**src/rtl/tpose_lane_scheduler.sv**
```systemverilog
// tpose_lane_scheduler: deals a serial row-major coefficient stream round-robin
// onto the input lanes of the transpose page. Short rows are padded with zero
// tokens, and end-of-stream is then broadcast to every lane. A single holding
// register is the only data storage, so throughput is one token per cycle and
// latency is one cycle.
module tpose_lane_scheduler #(
  parameter int W     = 16,
  parameter int LANES = 8,
  parameter int CW    = 3
) (
  input  logic               clock,
  input  logic               reset,
  input  logic [W-1:0]       s_d,
  input  logic               s_e,
  input  logic               s_v,
  output logic               s_b,
  output logic [LANES*W-1:0] lane_d,
  output logic [LANES-1:0]   lane_e,
  output logic [LANES-1:0]   lane_v,
  input  logic [LANES-1:0]   lane_b,
  output logic [15:0]        row_cnt,
  output logic               err_part
);

  // RUN passes data through; PAD fills the rest of a short row with zeros;
  // EOSB broadcasts the end-of-stream marker to every lane.
  typedef enum logic [1:0] {
    ST_RUN  = 2'd0,
    ST_PAD  = 2'd1,
    ST_EOSB = 2'd2
  } state_e;

  localparam logic [CW-1:0] LAST_COL = CW'(LANES - 1);

  state_e           state_q,     state_d;
  logic [CW-1:0]    col_q,       col_d;
  logic             hold_v_q,    hold_v_d;
  logic [W-1:0]     hold_d_q,    hold_d_d;
  logic [CW-1:0]    hold_lane_q, hold_lane_d;
  logic [LANES-1:0] pad_mask_q,  pad_mask_d;
  logic [LANES-1:0] eos_mask_q,  eos_mask_d;
  logic [15:0]      row_cnt_q,   row_cnt_d;
  logic             err_part_q,  err_part_d;

  logic             drain;
  logic             accept;

  // Next-state logic: sequencing, column/row tracking and handshake on s.
  always_comb begin
    // NOTE: every variable gets a default before any branch so that no path
    // leaves it unassigned; otherwise synthesis infers a latch.
    state_d     = state_q;
    col_d       = col_q;
    hold_v_d    = hold_v_q;
    hold_d_d    = hold_d_q;
    hold_lane_d = hold_lane_q;
    pad_mask_d  = pad_mask_q;
    eos_mask_d  = eos_mask_q;
    row_cnt_d   = row_cnt_q;
    err_part_d  = err_part_q;
    s_b         = 1'b1;
    accept      = 1'b0;

    // The held token leaves whenever its lane is not backpressured, in any state.
    drain = hold_v_q & ~lane_b[hold_lane_q];
    if (drain) begin
      hold_v_d = 1'b0;
    end

    unique case (state_q)
      ST_RUN: begin
        // Accept only if the holding register is free by the end of this cycle.
        s_b    = hold_v_q & ~drain;
        accept = s_v & ~s_b;
        if (accept && !s_e) begin
          hold_v_d    = 1'b1;
          hold_d_d    = s_d;
          hold_lane_d = col_q;
          col_d       = col_q + 1'b1;
          if (col_q == LAST_COL) begin
            row_cnt_d = row_cnt_q + 16'd1;
          end
        end else if (accept && s_e) begin
          if (col_q == '0) begin
            state_d    = ST_EOSB;
            eos_mask_d = '1;
          end else begin
            // Lanes col..LANES-1 still owe a token for the current row.
            state_d    = ST_PAD;
            pad_mask_d = ~((LANES'(1) << col_q) - LANES'(1));
            err_part_d = 1'b1;
          end
        end
      end

      ST_PAD: begin
        // Pads go out only once the last real token has left the holding register.
        if (!hold_v_q) begin
          pad_mask_d = pad_mask_q & lane_b;
          if (pad_mask_d == '0) begin
            row_cnt_d  = row_cnt_q + 16'd1;
            col_d      = '0;
            state_d    = ST_EOSB;
            eos_mask_d = '1;
          end
        end
      end

      ST_EOSB: begin
        // EOS never overtakes pending data: wait for the holding register to empty.
        if (!hold_v_q) begin
          eos_mask_d = eos_mask_q & lane_b;
          if (eos_mask_d == '0) begin
            col_d   = '0;
            state_d = ST_RUN;
          end
        end
      end

      default: begin
        state_d = ST_RUN;
      end
    endcase
  end

  // Lane outputs: the held token on its lane, otherwise pad or EOS per mask.
  always_comb begin
    lane_v = '0;
    lane_e = '0;
    lane_d = '0;
    if (hold_v_q) begin
      lane_v[hold_lane_q]                   = 1'b1;
      lane_d[int'(hold_lane_q) * W +: W]    = hold_d_q;
    end else if (state_q == ST_PAD) begin
      lane_v = pad_mask_q;
    end else if (state_q == ST_EOSB) begin
      lane_v = eos_mask_q;
      lane_e = eos_mask_q;
    end
  end

  // Control state register with synchronous, dominant reset.
  always_ff @(posedge clock) begin
    // NOTE: sequential state is written with non-blocking assignments so every
    // flop samples the pre-edge values regardless of statement order.
    if (reset) begin
      state_q     <= ST_RUN;
      col_q       <= '0;
      hold_v_q    <= 1'b0;
      hold_lane_q <= '0;
      pad_mask_q  <= '0;
      eos_mask_q  <= '0;
      row_cnt_q   <= '0;
      err_part_q  <= 1'b0;
    end else begin
      state_q     <= state_d;
      col_q       <= col_d;
      hold_v_q    <= hold_v_d;
      hold_lane_q <= hold_lane_d;
      pad_mask_q  <= pad_mask_d;
      eos_mask_q  <= eos_mask_d;
      row_cnt_q   <= row_cnt_d;
      err_part_q  <= err_part_d;
    end
  end

  // Holding data register, qualified everywhere by hold_v_q.
  always_ff @(posedge clock) begin
    // NOTE: data storage is deliberately not reset; hold_v_q gates every use,
    // so a stale value can never reach a lane.
    hold_d_q <= hold_d_d;
  end

  assign row_cnt  = row_cnt_q;
  assign err_part = err_part_q;

endmodule

```
**config.mk**
```make
export PLATFORM = sky130hd
export DESIGN_NAME = tpose_lane_scheduler
export DESIGN_NICKNAME = d
export VERILOG_FILES = /design/src/rtl/tpose_lane_scheduler.sv
export SDC_FILE = /design/constraint.sdc
export NUM_CORES = 1
export LEC_CHECK = 0
export BUFFER_PORTS_ARGS = -buffer_cell sky130_fd_sc_hd__buf_2
export CELL_PAD_IN_SITES_DETAIL_PLACEMENT = 0
export CELL_PAD_IN_SITES_GLOBAL_PLACEMENT = 1
export CORE_MARGIN = 2
export CORE_UTILIZATION = 25
export CTS_CLUSTER_SIZE = 10
export DETAILED_ROUTE_END_ITERATION = 10
export PLACE_DENSITY_LB_ADDON = 0.1
export RECOVER_POWER = 50
export SYNTH_ARGS = -nofsm -noshare
export SYNTH_HDL_FRONTEND = slang
export SYNTH_SLANG_ARGS = --single-unit
```
**constraint.sdc**
```tcl
create_clock -name clock -period 8.3 [get_ports clock]
set_clock_uncertainty 0.2 [all_clocks]
set_input_delay 2.075 -clock clock [delete_from_list [all_inputs] [get_ports clock]]
set_output_delay 2.075 -clock clock [all_outputs]
set_load 0.02 [all_outputs]
```
* Yosys cells after proc, flatten, opt, wreduce, memory -nomap -nowiden
Cells that the tools add are included.
** Storage, ports and cells
- Flip-flop bits (word level) :: 58
- Input bits :: 28
- Output and inout bits :: 162
- Logic and storage cells :: 105
** Operators by class
- $add $sub $neg :: 4
- $lt $le $gt $ge :: 2
- Eq/ne operators :: 13
- Shifts and indexed selects :: 3
- Muxes and demuxes :: 45
- Bitwise gates (word level) :: 12
- Reduce and logical (&&, ||, !) cells :: 17
** Operators with widths (count)
- $and A128 B128 Y128 :: 1
- $mux W128 :: 1
- $shift A16 B33 Y128 const A :: 1
- $shiftx A16 B33 Y128 :: 1
- $mux W8 :: 15
- $mux W16 :: 4
- $neg A7 Y33 :: 1
- $pmux W16 S2 :: 1
- $pmux W8 S3 :: 1
- $ne A2 B2 Y1 const B :: 10
- $add A16 B1 Y16 const B :: 1
- $and A8 B8 Y8 :: 2
- $logic_not A8 Y1 :: 2
- $pmux W8 S2 :: 1
- $mux W3 :: 5
- $mux W2 :: 7
- $reduce_and A6 Y1 :: 2
- $reduce_and A5 Y1 :: 2
- $pmux W3 S3 :: 1
- $not A8 Y8 :: 1
- $shl A1 B3 Y8 const A :: 1
- $sub A8 B2 Y8 const B :: 1
- $reduce_and A7 Y1 :: 1
- $mux W1 :: 6
- other kinds (19) :: 27

* Logic depth before layout (Yosys ltp)
- Word-level depth :: 12
- Depth in mapped cells :: 11
- Mapped depth without buffers :: 8

* Worst setup path after synthesis
Ideal clock, no wire load.
- Path type :: input-to-output
- From :: input port lane_b[7]
- To :: output port s_b
- Arrival :: 3.047 ns
- Required time :: 6.025 ns
- Setup slack :: 2.978 ns
- Cell stages on the path :: 4
- Buffers on the path :: 0
- Cell sequence :: mux2_1 > a22o_4 > o21ai_4 > nand2_1
** Between the ends
- Longest elaborated chain between the ends :: 7
** RTL lines
- start: declaration :: RTL line 20 : input logic [LANES-1:0] lane_b,
- $bmux W1 S3 :: RTL line 65 : drain = hold_v_q & ~lane_b[hold_lane_q];
- $mux W1 (not written as such) :: RTL line 65
- $not A1 Y1 :: RTL line 65
- $and A1 B1 Y1 :: RTL line 65
- $not A1 Y1 :: RTL line 73 : s_b = hold_v_q & ~drain;
- $and A1 B1 Y1 :: RTL line 73
- $mux W1 :: RTL line 70 : unique case (state_q)
- end: declaration :: RTL line 16 : output logic s_b,
No other way between the ends. The select of a mux whose other input is x is not followed.

* Worst setup path after layout
- From :: input port lane_b[0]
- To :: output port s_b
The elaborated chain is that of the path after synthesis.

==> out/metrics.cfg <==
[outcome]
status = finished, final reports clean

[placement]
placed_area_mm2 = 0.00503
place.port_buffers = 189
gp_congestion = 0.849
dp.final_hpwl_mm = 10.8

[pwr]
power_density_mw_per_mm2 = 195
peakVddDrop_uv = 85.0
power_mw = 1.02
leakage_nw = 2.38

[yosys]
synth_xor_area_share_pct = 1.12
synth-simple-area-share_pct = 38.3
synth_cell_types = 54
synth_top_family_by_area = simple AND/OR/NAND/NOR gates
synth_top_area_share_pct = 21.5
ys_top_cells_by_count = 123 x and2_1, 42 x dfxtp_1, 40 x nand2_1, 37 x nor2_1, 30 x a21oi_1
synth_fa_ha_area_share_pct = 4.16
synth.avg_cell_area_um2 = 8.19
synth_ff_type = dfxtp_1
synth_mux_area_share_pct = 2.69
ys_top_cells_by_area = dfxtp_1 21%, and2_1 20%, edfxtp_1 12%
yosysSeqAreaShare_pct = 33.8
synth_largest_area_cell = dfxtp_1
synth_area_mm2 = 0.00391
synth-seq-cells = 58
synth_edf_count = 16
synth_compound_gate_area_share_pct = 15.5
synthArstFlopShare_pct = 0
synth_most_common_cell = and2_1
synth.net_count = 519
yosys_warnings = 0
synthCells = 478

[route]
num_vias = 4112
drc = 0
highest-signal-layer = met4
m1WireLength_mm = 6.10
wl_met2_mm = 6.79
viasPerCell = 4.72
met3WireLength_um = 806
post_drt_wl_per_cell_um = 16.0
firstDrtPassIters = 4
ant_nets = 0
routed_wl_mm = 14.0
first_iter_violations = 151

[global_route]
antenna_found_initial = 0
track_usage_pct = 16.3
grt_start_max_net_pins = 48
grt_overflow = 0
first_global_vias = 3787
grt_pass1_wl_mm = 20.9

[worst_hold_path]
hp-start = err_part
min_to = err_part
whs_path_depth = 2
min_path_type = flop to flop

[cells_and_area]
final-seq-area_mm2 = 0.00132
fillCellCount = 1677
n_antenna_cell = 0
nets = 697
drive_gt1_share_pct = 26.5
areaGrowthSynthToFinish_pct = 33.3
multi_input_area_mm2 = 0.00237
stdcell_area_mm2 = 0.00522
final_core_util_pct = 34.2

[floorplan]
io-pin-count = 190
dieArea_mm2 = 0.0167
rows = 45
die_y_um = 129
start_util_pct = 25.6
core_area_mm2 = 0.0153
die_x_um = 129

[critical_path]
cp-end-kind = output pin
critPathKind = input port to output pin
crit_buf_inv = 2
regToRegStartpoint = hold_lane_q[0]
rr_worst_depth = 5
start_kind = input port
cp_max_fo = 7
cp_slowest_stage_delay_ps = 660
critPathRequiredTime_ps = 6030
r2r_setup_slack_ps = 4610
crit_family = compound AO/OA/AOI/OAI gates
crit_slowest_cell = o21ai_0
path_cells = clkbuf_1, mux2_1, a22o_1, o21ai_0, nand2_1, buf_2
r2r_end = hold_d_q[13]
worstPathArrival_ps = 3820
cp-startpoint = lane_b[0]

[sta]
slew_violations = 0
tightest_slew_ps = 1200
hold_ws_ps = 264
setup_viol = 0
min_period_ps = 6090
hold_violations = 0
fin_setup_tns_ps = 0
relSlewSlack_pct = 19.8
max_freq_mhz = 164
rsz0062_at_grt = no
fin_crit_sh_pct = 73.4

[cts]
cts_resized = 0
cts_sinks = 58
htreeDepth = 3
root_buffer = clkbuf_16
postCtsSetupBuffers = 0
tritoncts = built
clk_pin_slew_worst_paths_ps = 50
hold_buffers = 0
clk-insertion-delay-late_ps = 340
numCtsBuffers = 9
clk_path_buf_depth = 2

[job]
max-cap-violations = 0

[layout make-up]
| class | instances | area share, % |
|---|---|---|
| clock buffers | 14 | 5.25 |
| clock inverters | 2 | 0.192 |
| inverters | 16 | 1.15 |
| multi-input cells | 379 | 45.4 |
| flip-flops and latches | 58 | 25.3 |
| well taps | 211 | 5.06 |
| repair buffers | 192 | 17.6 |
[through the flow]
stage               cells  setup WS [ps]
global route          872           2050
finish                872           2210
detailed placement    856           2660
global placement      856           2700
floorplan             478           2980
CTS                   872           2490
[state kept, by name (all words and copies together), names as in the netlist]
signal,count
col_q,3
eos_mask_q,8
err_part,1
hold_d_q,16
hold_lane_q,3
hold_v_q,1
pad_mask_q,8
row_cnt,16
state_q,2
[where the power goes]
part	internal (mW)	switching (mW)	total [mW]
combinational	0.102	0.186	0.288
sequential	0.331	0.0453	0.376
clock	0.225	0.127	0.352
total	0.658	0.358	1.02
[layer usage]
| metal | track usage (%) | vias up |
|---|---|---|
| li1 | - | 2021 |
| met1 | 19.7 | 1931 |
| met2 | 28.2 | 142 |
| met3 | 3.06 | 18 |
| met4 | 6.84 | 0 |
| met5 | 0 | - |
[how the worst max path moves through the flow]
| stage | to | cells after the start |
|---|---|---|
| 3_5_place_dp | s_b | 6 |
| 6_report | s_b | 6 |
| 3_3_place_gp | s_b | 6 |
| 2_1_floorplan | s_b | 4 |
| 5_1_grt | s_b | 6 |
| 4_1_cts | lane_d[116] | 8 |
[tightest hold or removal path: cells and delay by family (launching register included)]
kind / cells / cell delay [ps]
compound gates: 1 / 40
flops: 1 / 320
simple gates: 1 / 70
[layout by cell type (no fill, tap or decap), types with 10 or more instances in the layout]
master | Yosys | final
a21oi_1 | 30 | 30
and2_1 | 123 | 115
buf_2 | 3 | 153
clkbuf_1 | 20 | 39
dfxtp_1 | 42 | 42
edfxtp_1 | 16 | 16
ha_1 | 13 | 13
inv_1 | 16 | 16
nand2_1 | 40 | 40
nand3_1 | 9 | 11
nor2_1 | 37 | 37
nor2b_1 | 10 | 10
o21ai_0 | 13 | 14
or4_1 | 11 | 11
[kinds of logic after synthesis]
kind of cell / Yosys count
AO/OA/AOI/OAI: 86
XOR/XNOR: 5
adder cells (fa/ha/maj): 13
buffers and inverters: 41
flip-flops: 58
multiplexers: 9
AND/OR/NAND/NOR: 266
Note: power is estimated with default switching activity, not from simulation.
